File: config.mk
export PLATFORM = sky130hd
export DESIGN_NAME = multdiv_unit_flat
export DESIGN_NICKNAME = d
export VERILOG_FILES = /design/src/rtl/multdiv_unit_if.sv /design/src/rtl/multdiv_unit.sv /design/src/flat_wrapper.sv
export SDC_FILE = /design/constraint.sdc
export NUM_CORES = 1
export LEC_CHECK = 0
export CAP_MARGIN = 20
export CORE_MARGIN = 3
export CORE_UTILIZATION = 55
export CTS_CLUSTER_DIAMETER = 80
export CTS_CLUSTER_SIZE = 24
export DETAILED_ROUTE_END_ITERATION = 7
export PLACE_DENSITY = 0.78
export SYNTH_ARGS = -nofsm -noshare
export SYNTH_HDL_FRONTEND = slang
export SYNTH_SLANG_ARGS = --single-unit
File: constraint.sdc
create_clock -name clock -period 4.3 [get_ports clock]
set_input_delay 1.075 -clock clock [delete_from_list [all_inputs] [get_ports clock]]
set_output_delay 1.075 -clock clock [all_outputs]
set_load 0.05 [all_outputs]
File: src/rtl/multdiv_unit_if.sv
// Handshake/data bundle between the X-stage control and the multiply/divide unit.
// master: pipeline side (drives start pulses and operands, observes result/status).
// slave : multdiv_unit (observes start pulses and operands, drives result/status).
interface multdiv_unit_if #(
   parameter int unsigned WIDTH = 32
);
   logic             ctrl_mult;
   logic             ctrl_div;
   logic [WIDTH-1:0] data_operandA;
   logic [WIDTH-1:0] data_operandB;
   logic [WIDTH-1:0] data_result;
   logic             data_exception;
   logic             multdiv_ready;
   logic             multdiv_busy;

   modport master (
      output ctrl_mult, ctrl_div, data_operandA, data_operandB,
      input  data_result, data_exception, multdiv_ready, multdiv_busy
   );

   modport slave (
      input  ctrl_mult, ctrl_div, data_operandA, data_operandB,
      output data_result, data_exception, multdiv_ready, multdiv_busy
   );
endinterface

File: src/rtl/multdiv_unit.sv
// Iterative signed multiply (radix-2 Booth) / divide (restoring) unit.
// Ports:
//   clock   - system clock, rising edge
//   reset_n - asynchronous active-low reset
//   bus     - multdiv_unit_if.slave: ctrl_mult/ctrl_div start pulses, operands,
//             data_result, data_exception, multdiv_ready (1-cycle pulse), multdiv_busy
// Optional build macro: MULTDIV_EARLY_DIV0_EN - a divide by zero skips the
//   iterations and completes one edge after capture.
module multdiv_unit #(
   parameter int unsigned WIDTH = 32
) (
   input  logic          clock,
   input  logic          reset_n,
   multdiv_unit_if.slave bus
);
   localparam int unsigned CNT_W = 6;
   localparam logic [CNT_W-1:0] TERM    = CNT_W'(WIDTH);
   localparam logic [WIDTH-1:0] MIN_NEG = {1'b1, {(WIDTH-1){1'b0}}};

   typedef enum logic [1:0] {S_IDLE, S_MULT, S_DIV, S_DONE} state_t;

   state_t           state_q, state_n;
   logic [CNT_W-1:0] cnt_q, cnt_n;
   logic [WIDTH:0]   hi_q, hi_n;      // Booth high word (one guard bit) / division remainder
   logic [WIDTH-1:0] lo_q, lo_n;      // Booth low word / dividend shifting into quotient
   logic             qm1_q, qm1_n;
   logic [WIDTH-1:0] opa_q, opa_n, opb_q, opb_n;
   logic [WIDTH-1:0] result_q, result_n;
   logic             exc_q, exc_n, ready_q, ready_n, busy_q, busy_n;

   logic [WIDTH:0]   acc;
   logic [WIDTH:0]   rem_sh;
   logic [WIDTH-1:0] dvs;

   // State and datapath registers
   always_ff @(posedge clock or negedge reset_n) begin
      if (!reset_n) begin
         state_q  <= S_IDLE;
         cnt_q    <= '0;
         hi_q     <= '0;
         lo_q     <= '0;
         qm1_q    <= 1'b0;
         opa_q    <= '0;
         opb_q    <= '0;
         result_q <= '0;
         exc_q    <= 1'b0;
         ready_q  <= 1'b0;
         busy_q   <= 1'b0;
      end else begin
         state_q  <= state_n;
         cnt_q    <= cnt_n;
         hi_q     <= hi_n;
         lo_q     <= lo_n;
         qm1_q    <= qm1_n;
         opa_q    <= opa_n;
         opb_q    <= opb_n;
         result_q <= result_n;
         exc_q    <= exc_n;
         ready_q  <= ready_n;
         busy_q   <= busy_n;
      end
   end

   // Next-state and datapath logic
   always_comb begin
      state_n  = state_q;
      cnt_n    = cnt_q;
      hi_n     = hi_q;
      lo_n     = lo_q;
      qm1_n    = qm1_q;
      opa_n    = opa_q;
      opb_n    = opb_q;
      result_n = result_q;
      exc_n    = exc_q;
      ready_n  = 1'b0;
      busy_n   = busy_q;
      acc      = hi_q;
      rem_sh   = '0;
      dvs      = opb_q[WIDTH-1] ? -opb_q : opb_q;

      case (state_q)
         S_IDLE: begin
            busy_n = 1'b0;
            if (bus.ctrl_mult || bus.ctrl_div) begin
               opa_n  = bus.data_operandA;
               opb_n  = bus.data_operandB;
               hi_n   = '0;
               qm1_n  = 1'b0;
               cnt_n  = '0;
               busy_n = 1'b1;
               if (bus.ctrl_mult) begin
                  lo_n    = bus.data_operandB;
                  state_n = S_MULT;
               end else begin
                  lo_n    = bus.data_operandA[WIDTH-1] ? -bus.data_operandA : bus.data_operandA;
                  state_n = S_DIV;
`ifdef MULTDIV_EARLY_DIV0_EN
                  // Jump straight to the fix-up step, which reports the zero divisor
                  if (bus.data_operandB == '0) cnt_n = TERM;
`endif
               end
            end
         end

         S_MULT: begin
            if (cnt_q == TERM) begin
               state_n  = S_DONE;
               ready_n  = 1'b1;
               result_n = lo_q;
               exc_n    = (hi_q[WIDTH-1:0] != {WIDTH{lo_q[WIDTH-1]}});
            end else begin
               case ({lo_q[0], qm1_q})
                  2'b01:   acc = hi_q + {opa_q[WIDTH-1], opa_q};
                  2'b10:   acc = hi_q - {opa_q[WIDTH-1], opa_q};
                  default: acc = hi_q;
               endcase
               // Arithmetic shift of {acc, lo, qm1}; guard bit keeps -2^(W-1) operands exact
               hi_n  = {acc[WIDTH], acc[WIDTH:1]};
               lo_n  = {acc[0], lo_q[WIDTH-1:1]};
               qm1_n = lo_q[0];
               cnt_n = cnt_q + CNT_W'(1);
            end
         end

         S_DIV: begin
            if (cnt_q == TERM) begin
               state_n = S_DONE;
               ready_n = 1'b1;
               if (opb_q == '0) begin
                  result_n = '0;
                  exc_n    = 1'b1;
               end else if ((opa_q == MIN_NEG) && (opb_q == '1)) begin
                  result_n = MIN_NEG;
                  exc_n    = 1'b1;
               end else begin
                  result_n = (opa_q[WIDTH-1] ^ opb_q[WIDTH-1]) ? -lo_q : lo_q;
                  exc_n    = 1'b0;
               end
            end else begin
               rem_sh = {hi_q[WIDTH-1:0], lo_q[WIDTH-1]};
               if (rem_sh >= {1'b0, dvs}) begin
                  hi_n = rem_sh - {1'b0, dvs};
                  lo_n = {lo_q[WIDTH-2:0], 1'b1};
               end else begin
                  hi_n = rem_sh;
                  lo_n = {lo_q[WIDTH-2:0], 1'b0};
               end
               cnt_n = cnt_q + CNT_W'(1);
            end
         end

         S_DONE: begin
            state_n = S_IDLE;
            busy_n  = 1'b0;
         end

         default: state_n = S_IDLE;
      endcase
   end

   assign bus.data_result    = result_q;
   assign bus.data_exception = exc_q;
   assign bus.multdiv_ready  = ready_q;
   assign bus.multdiv_busy   = busy_q;
endmodule

File: src/flat_wrapper.sv
// flat-port wrapper written by rule: the top's interface ports become plain ports
module multdiv_unit_flat 
#(
   parameter int unsigned WIDTH = 32
)
  (clock, reset_n, bus_ctrl_mult, bus_ctrl_div, bus_data_operandA, bus_data_operandB, bus_data_result, bus_data_exception, bus_multdiv_ready, bus_multdiv_busy);
  multdiv_unit_if #(.WIDTH(WIDTH)) bus_i ();
  input  logic clock;
  input  logic reset_n;
  input wire logic [$bits(bus_i.ctrl_mult)-1:0] bus_ctrl_mult;
  input wire logic [$bits(bus_i.ctrl_div)-1:0] bus_ctrl_div;
  input wire logic [$bits(bus_i.data_operandA)-1:0] bus_data_operandA;
  input wire logic [$bits(bus_i.data_operandB)-1:0] bus_data_operandB;
  output wire logic [$bits(bus_i.data_result)-1:0] bus_data_result;
  output wire logic [$bits(bus_i.data_exception)-1:0] bus_data_exception;
  output wire logic [$bits(bus_i.multdiv_ready)-1:0] bus_multdiv_ready;
  output wire logic [$bits(bus_i.multdiv_busy)-1:0] bus_multdiv_busy;
  assign bus_i.ctrl_mult = bus_ctrl_mult;
  assign bus_i.ctrl_div = bus_ctrl_div;
  assign bus_i.data_operandA = bus_data_operandA;
  assign bus_i.data_operandB = bus_data_operandB;
  assign bus_data_result = bus_i.data_result;
  assign bus_data_exception = bus_i.data_exception;
  assign bus_multdiv_ready = bus_i.multdiv_ready;
  assign bus_multdiv_busy = bus_i.multdiv_busy;
  multdiv_unit #(.WIDTH(WIDTH)) u_core (.clock(clock), .reset_n(reset_n), .bus(bus_i));
endmodule
Yosys cells after proc, flatten, opt, wreduce, memory -nomap -nowiden

Index checks and enable logic that the tools add are counted.

Add/subtract/negate cells: 7
Magnitude comparators: 1
Eq/ne operators: 16
Muxes and demuxes: 39
Bitwise logic cells: 1
Reductions and logical operators: 16

Operators by type and width:

| cell                 | count |
|---|---|
| $mux 32              | 11 |
| $mux 33              | 4 |
| $pmux 33 s3          | 1 |
| $neg 32->32          | 3 |
| $pmux 32 s3          | 1 |
| $pmux 33 s2          | 1 |
| $eq 32x32->1 const B | 2 |
| $pmux 32 s2          | 1 |
| $add 33x33->33       | 1 |
| $ge 33x32->1         | 1 |
| $sub 33x32->33       | 1 |
| $sub 33x33->33       | 1 |
| $logic_not 32->1     | 1 |
| $ne 32x32->1         | 1 |
| $mux 6               | 2 |
| $pmux 6 s2           | 1 |
| $mux 1               | 10 |
| $reduce_and 3->1     | 3 |
| $ne 2x1->1 const B   | 4 |
| $reduce_bool 2->1    | 4 |
| $add 6x1->6 const B  | 1 |
| $eq 2x2->1 const B   | 3 |
| $eq 6x6->1 const B   | 1 |
| $mux 2               | 3 |
| 12 further kinds     | 18 |

Flip-flop bits (word level): 173
Bits of input ports: 68
Output and inout port bits: 35
Word-level logic and storage cells: 91

Logic depth before layout (Yosys ltp)

Gate-level depths: netlist (run 1).

Depth in word-level cells: 6
Depth in mapped cells: 20
Gate-level depth less buffers: 18

Least setup slack after synthesis (run 1)

OpenSTA, ideal clock, no wires.

Path kind: flip-flop to flip-flop
Start: reg u_core.opb_q[7]
End: reg u_core.hi_q[11]
Library setup time: 0.132 ns
Data arrival time: 4.634 ns
Data required time: 4.168 ns
Setup slack: -0.466 ns
Cell stages (with the launch flop): 18
Buffers on the path: 2
Clock period less this slack: 4.766 ns
Path through: dfrtp_1 > or4_1 > or4_4 > or3_1 > o21ai_0 > xor2_1 > ha_1 > clkbuf_1 > a21oi_1 > o211ai_1 > a211o_1 > o211a_1 > o31a_1 > a221o_1 > buf_6 > mux2_4 > a22oi_1 > o21ai_1

Word-level cells in the longest chain between the ends: 6
Elaborated cells between the ends (all ways): 7
Those cells by class: add/sub (2); order compare (1); mux (4)

Ends and longest elaborated chain:

| what                                                  | RTL line                                 | RTL |
|---|---|---|
| start, declared                                       | multdiv_unit.sv:27                       | `logic [WIDTH-1:0] opa_q, opa_n, opb_q, opb_n;` |
| start signal, assigned                                | multdiv_unit.sv:56                       | `opb_q <= opb_n;` |
| $neg 32->32                                           | multdiv_unit.sv:79                       | `dvs = opb_q[WIDTH-1] ? -opb_q : opb_q;` |
| $mux 32 (*)                                           | multdiv_unit.sv:79                       |  |
| $sub 33x32->33 / $ge 33x32->1 (equally long branches) | multdiv_unit.sv:142, multdiv_unit.sv:141 |  |
| $mux 33 (*)                                           | multdiv_unit.sv:141                      | `if (rem_sh >= {1'b0, dvs}) begin` |
| $mux 33 (*)                                           | multdiv_unit.sv:126                      | `if (cnt_q == TERM) begin` |
| $pmux 33 s3 (*)                                       | multdiv_unit.sv:81                       | `case (state_q)` |
| end signal, assigned                                  | multdiv_unit.sv:52                       | `hi_q <= hi_n;` |
| end, declared                                         | multdiv_unit.sv:24                       | `logic [WIDTH:0] hi_q, hi_n;` |

Mark *: on every way between the ends. The rest lies on a longest branch, timed or not. The select of a mux whose other input is x is not followed.
A chain may end at the register's enable or synchronous reset.

Final worst setup path (run 1)

Start: reg u_core.opb_q[10]
End: reg u_core.hi_q[10]

The elaborated chain is that of the path after synthesis.

==> reports/qor.yml, run 1 <==
synth:
  synth_top_area_frac: 0.296
  async_flop_share: 1.00
  synth_area_mm2: 0.0146
  ys_seq_area_frac: 0.296
  synth.most_common_cell: "nand2_1"
  syn_inst: 1738
  yosysTopAreaCell: "dfrtp_1"
  synth_flop_cell: "dfrtp_1"
  synth.avg_cell_area_um2: 8.41
  ys_top_cells_by_count: "nand2_1 (188), dfrtp_1 (173), o21ai_0 (138)"
  yosys-top-cells-area: "dfrtp_1 (30%), ha_1 (6.6%), mux2_2 (5.6%), xnor2_1 (5.1%), xor2_1 (5.1%)"
  ys_seq_elements: 173
  yosysWarnings: 0
  syn-num-nets: 1885
  synth_edf_count: 0
  synth_cell_type_count: 78
timing:
  setup_ws_ps: -402
  max_slew_margin: 0.382
  rsz0062_at_grt: "true"
  layout_min_cycle_time_ps: 4700
  hold_violations: 0
  finalSetupViolCount: 34
  fmax_mhz: 213
  fin_skew_ps: 18.8
  finalCritPeriodShare: 1.09
  finalMaxSlewViolations: 0
  tns_ps: -9380
  worst_pin_slew_ps: 926
final_layout:
  regArea_mm2: 0.00433
  fillers: 2035
  drive_above_1_share: 0.192
  fin_util: 0.693
  finalNetCount: 2101
  multi_input_area_mm2: 0.0100
  n_antenna_cell: 0
  syn_to_final_growth_pct: 23.5
setup_path:
  start_kind: "flop"
  cp_max_fo: 17
  crit_required_ps: 4600
  endpoint_kind: "flop"
  critPathKind: "flop to flop"
  cp.arrival_ps: 5010
floorplanning:
  die_y_um: 169
  die_width_um: 169
  core_mm2: 0.0261
  dieArea_mm2: 0.0286
  ioPinCount: 103
  rows: 59
  start_util: 0.561
global_routing:
  antenna_found_initial: 0
  grt_max_degree: 98
  grt_use_total: 0.331
  grt_pass1_wl_um: 76100
  grt_pass1_vias: 14000
  grt-ovfl-total: 0
drt:
  drc: 0
  drt-wirelength-per-cell_um: 21.0
  drtAntennaViolNets: 0
  num_vias: 14900
  first_iter_violations: 1891
  vias_per_cell: 6.49
  drt_wl_total_um: 48300
  dr.pass1.iters: 6
cts:
  h-tree-depth: 4
  cts_num_sinks: 173
  clk_path_buf_depth: 2
  cts_tree: "done"
  clkTransAtPathRegs_ps: 80
  clock_latency_ps: 440
  postCtsHoldBufs: 0
  cts_buffers: 17
  root_buffer: "clkbuf_16"
job:
  drv_cap: 0
place:
  io_buffers: 102
  globalplace.congestion: 0.998
  dp_hpwl_um: 36600
  place_ws_ps: -494
run_status:
  status: "finished with violations"
  violations: "negative setup slack"
worst_hold_path:
  hold_class: "flop to flop"
==> state kept, by name, indices dropped and copies added (netlist names) <==
register                   cells
u_core.bus.multdiv_busy        1
u_core.bus.data_result        32
u_core.hi_q                   33
u_core.bus.multdiv_ready       1
u_core.opa_q                  32
u_core.cnt_q                   6
u_core.qm1_q                   1
u_core.state_q                 2
u_core.opb_q                  32
u_core.lo_q                   32
u_core.bus.data_exception      1
==> area by class of cell <==
type / count / share of cell area
inverters: 40 / 0.00831
multi-input cells: 1425 / 0.555
well taps: 335 / 0.0232
repair buffers: 297 / 0.140
clock inverters: 14 / 0.00915
flip-flops and latches: 173 / 0.240
clock buffers: 18 / 0.0243
==> routing by layer <==
layer	part of all wire	global-route usage	vias to the layer above
met5	0	0	-
met2	0.47	0.526	755
met3	0.078	0.0481	108
li1	-	-	6885
met4	0.041	0.132	0
met1	0.41	0.457	7184
==> through the flow <==
step	hold slack, ps	area, µm²	instances
2_1_floorplan	487	14700	1738
3_3_place_gp	465	17200	2265
3_5_place_dp	470	17200	2265
4_1_cts	489	17900	2300
5_1_grt	501	18100	2302
6_report	482	18100	2302
==> cell usage in the layout (no fill, tap or decap), types with 30 or more instances in the layout <==
cell,count
a21o_1,39
a21oi_1,93
buf_4,190
clkdlybuf4s50_1,100
dfrtp_1,173
ha_1,73
inv_1,38
mux2_2,74
nand2_1,186
nand3_1,30
nor2_1,117
nor3_1,43
o21ai_0,126
o31ai_1,55
xnor2_1,84
xor2_1,84
==> cell families (layout without fill, tap and decap cells) <==
family	count (synthesis)	after routing	share of synthesized area
AO/OA/AOI/OAI	535	535	0.241
XOR/XNOR	170	170	0.102
adder cells (fa/ha/maj)	79	79	0.0686
buffers and inverters	141	369	0.0376
flip-flops	173	173	0.296
multiplexers	101	101	0.0771
AND/OR/NAND/NOR	539	540	0.178
==> repair_timing <==
action,in CTS,in global routing
pin swaps,4,6
cloned,1,0
resized for setup,28,30
endpoints found under the setup margin,34,34
buffers inserted,2,4
==> worst max-delay path, stage by stage, from the launching register on <==
cell and delay (ps):
dfrtp_1 370, or4_4 540, or4_4 440, or3_4 350, nand2b_4 170, nor4_4 150, nand2_1 130, o31ai_2 220
xor2_1 200, ha_1 280, nand3_2 110, nor3_4 50, and3b_1 190, and3_1 180, a221o_1 370, buf_12 180
mux2_4 310, a221oi_2 260, a21oi_1 60
==> path summary, 6_finish.rpt <==
| kind | start | endpoint | slack [ps] | depth (start not counted) |
|---|---|---|---|---|
| max | u_core.opb_q[10]$_DFFE_PN0P_ | u_core.hi_q[10]$_DFFE_PN0P_ | -400 | 18 |
| min | u_core.bus.data_result[1]$_DFFE_PN0P_ | u_core.bus.data_result[1]$_DFFE_PN0P_ | 480 | 2 |
| max reg2reg | u_core.opb_q[10]$_DFFE_PN0P_ | u_core.hi_q[10]$_DFFE_PN0P_ | -400 | 18 |
| min reg2reg | u_core.bus.data_result[1]$_DFFE_PN0P_ | u_core.bus.data_result[1]$_DFFE_PN0P_ | 480 | 2 |
| max in group asynchronous | reset_n | u_core.bus.data_result[2]$_DFFE_PN0P_ | 2720 | 2 |
| min in group asynchronous | reset_n | u_core.bus.data_result[27]$_DFFE_PN0P_ | 650 | 1 |
Power of run 1 is not shown: default switching activity piles up to over one toggle a cycle in this logic, so the estimate is an artifact.
==> inputs of run 2 (changes only) <==
Settings changed: TNS_END_PERCENT set to 50.
==> run 2 against run 1 <==
The flow still finishes with violations (negative setup slack). Worst hold slack hardly changed. Fmax is 0.89% higher. First-iteration DRC count is 9.7% lower. Worst setup slack better by 42 ps. Sequential share of layout area hardly changed. Sequential cell count stayed put. Die area stayed put. Final area is 0.14% higher. Clock-buffer cell count is 1 lower. Non-clock buffer count is 6 higher. Highest routed layer is now met5.
==> reports/qor.yml, run 2 (same netlist as run 1, synthesis figures left out) <==
place:
  dp.cells: 2265  # unchanged
  dp_hpwl_um: 36500  # -0.19%
  globalplace.congestion: 0.980  # -1.8%
  io_buffers: 102  # unchanged
drt:
  drtAntennaViolNets: 0  # unchanged
  first_iter_violations: 1708  # -9.7%
  drc: 0  # unchanged
  num_vias: 14900  # -0.033%
  dr.pass1.iters: 5  # -1
  drt-wirelength-per-cell_um: 21.0  # +0.13%
  vias_per_cell: 6.47  # -0.25%
  drt_wl_total_um: 48500  # +0.35%
final_layout:
  finalNetCount: 2107  # +0.29%
  syn_to_final_growth_pct: 23.7
  top_register: "u_core.hi_q"
  n_antenna_cell: 0  # unchanged
  layout_common_cells: "buf_4 (193), nand2_1 (187), dfrtp_1 (173)"
  final_common_cell: "buf_4"
  fillers: 2065  # +1.5%
  largest_register_ffs: 33  # unchanged
  drive_above_1_share: 0.194  # +0.00205
  fin_cells: 2307  # +0.22%
setup_path:
  worstSetupStartpoint: "u_core.opb_q[10]$_DFFE_PN0P_"
  cp.arrival_ps: 4960  # -50 ps
  critPathKind: "flop to flop"
  crit_required_ps: 4600  # about the same
  r2r_slack_ps: -360  # +40 ps
  endpoint: "u_core.hi_q[10]$_DFFE_PN0P_"
  endpoint_kind: "flop"
  r2r_end: "u_core.hi_q[10]$_DFFE_PN0P_"
  r2r_cells: 17  # -1
  cp_max_fo: 12  # -5
  r2r-start: "u_core.opb_q[10]$_DFFE_PN0P_"
  start_kind: "flop"
floorplanning:
  start_util: 0.561  # unchanged
  die_y_um: 169  # unchanged
  core_mm2: 0.0261  # unchanged
  die_width_um: 169  # unchanged
  dieArea_mm2: 0.0286  # unchanged
  ioPinCount: 103  # unchanged
  rows: 59  # unchanged
global_routing:
  grt_pass1_vias: 14500  # +3.6%
  antenna_found_initial: 1  # +1
  grt_max_degree: 96  # -2.0%
  grt_pass1_wl_um: 77400  # +1.6%
  grt-ovfl-total: 0  # unchanged
  grt_use_total: 0.334  # +0.00337
timing:
  fmax_mhz: 215  # +0.89%
  layout_min_cycle_time_ps: 4660  # -41.6 ps
  worst_pin_slew_ps: 864  # -62.8 ps
  fin_skew_ps: 19.1  # +0.317 ps
  finalSetupViolCount: 34  # unchanged
  setup_ws_ps: -361  # +41.6 ps
  hold_violations: 0  # unchanged
  finalMaxSlewViolations: 0  # unchanged
  max_slew_margin: 0.422  # +0.0404
  finalCritPeriodShare: 1.08  # -0.00967
  rsz0062_at_grt: "true"
cts:
  clkTransAtPathRegs_ps: 80  # about the same
  cts_num_sinks: 173  # unchanged
  cts_buffers: 17  # unchanged
  root_buffer: "clkbuf_16"
  clk_path_buf_depth: 2  # unchanged
  cts_tree: "done"
  clock_latency_ps: 440  # about the same
  postCtsHoldBufs: 0  # unchanged
  h-tree-depth: 4  # unchanged
run_status:
  status: "finished with violations"
  violations: "negative setup slack"
job:
  drv_cap: 0  # unchanged
worst_hold_path:
  worstHoldStart: "u_core.bus.data_result[1]$_DFFE_PN0P_"
  hold_class: "flop to flop"
-- run 2: changes by cell type in the layout (fill, tap and decap cells not counted), moves of 3 or more --
cell / before / now
buf_4: 190 / 193
inv_6: 4 / 1
o21ai_1: 21 / 18
o21ai_2: 1 / 4
-- run 2: worst min-delay path by stage --
stage | slack (ps) | cells past startpoint | endpoint
2_1_floorplan | 490 | 2 | u_core.hi_q[32]$_DFFE_PN0P_
3_3_place_gp | 460 | 2 | u_core.bus.data_exception$_DFFE_PN0P_
3_5_place_dp | 470 | 2 | u_core.bus.data_result[5]$_DFFE_PN0P_
4_1_cts | 490 | 2 | u_core.bus.data_result[5]$_DFFE_PN0P_
5_1_grt | 520 | 2 | u_core.bus.data_result[5]$_DFFE_PN0P_
6_report | 480 | 2 | u_core.bus.data_result[1]$_DFFE_PN0P_
-- run 2: critical path, stage by stage (launching register included) --
cell and delay [ps]:
dfrtp_1 380, or4_4 540, or4_4 450, or3_4 350, buf_4 140, nand2_1 70
xor2_1 170, ha_1 270, nand2_1 90, o211ai_1 110, a211o_1 310, o211a_1 240
o31a_1 260, a221o_1 370, buf_12 180, mux2_2 280, a221oi_2 270, a21oi_1 60
-- run 2: area by class of cell --
cell class | instances | area, µm² | share of cell area
flip-flops and latches | 173 | 4330 | 0.239
repair buffers | 303 | 2600 | 0.144
well taps | 335 | 419 | 0.0232
inverters | 40 | 150 | 0.00830
clock inverters | 14 | 150 | 0.00830
clock buffers | 17 | 425 | 0.0235
multi-input cells | 1425 | 10000 | 0.553
-- run 2: what timing repair did --
action / in CTS / in global routing
pin swaps: 20 / 7
cloned: 1 / 0
setup buffers: 8 / 2
resized for setup: 34 / 24
setup endpoints to repair: 34 / 34
-- run 2: metrics by stage --
stage	TNS [ps]	instance area (µm²)	hold slack, ps	util	setup WS (ps)
after floorplan	-6950	14700	487	-	-304
after CTS	-7850	18000	486	0.690	-375
after global placement	-8340	17200	464	0.660	-360
after detailed placement	-12050	17200	470	0.660	-488
after global routing	-14760	18100	515	0.694	-559
final	-8830	18100	483	0.694	-361
-- run 2: layer usage --
metal	vias to the layer above	wire (µm)	global-route usage
met5	-	12	0
met4	2	2020	0.131
met3	140	4000	0.0539
met2	737	22600	0.540
met1	7179	19900	0.452
li1	6869	-	-
Power of run 2 is left out for the same reason.
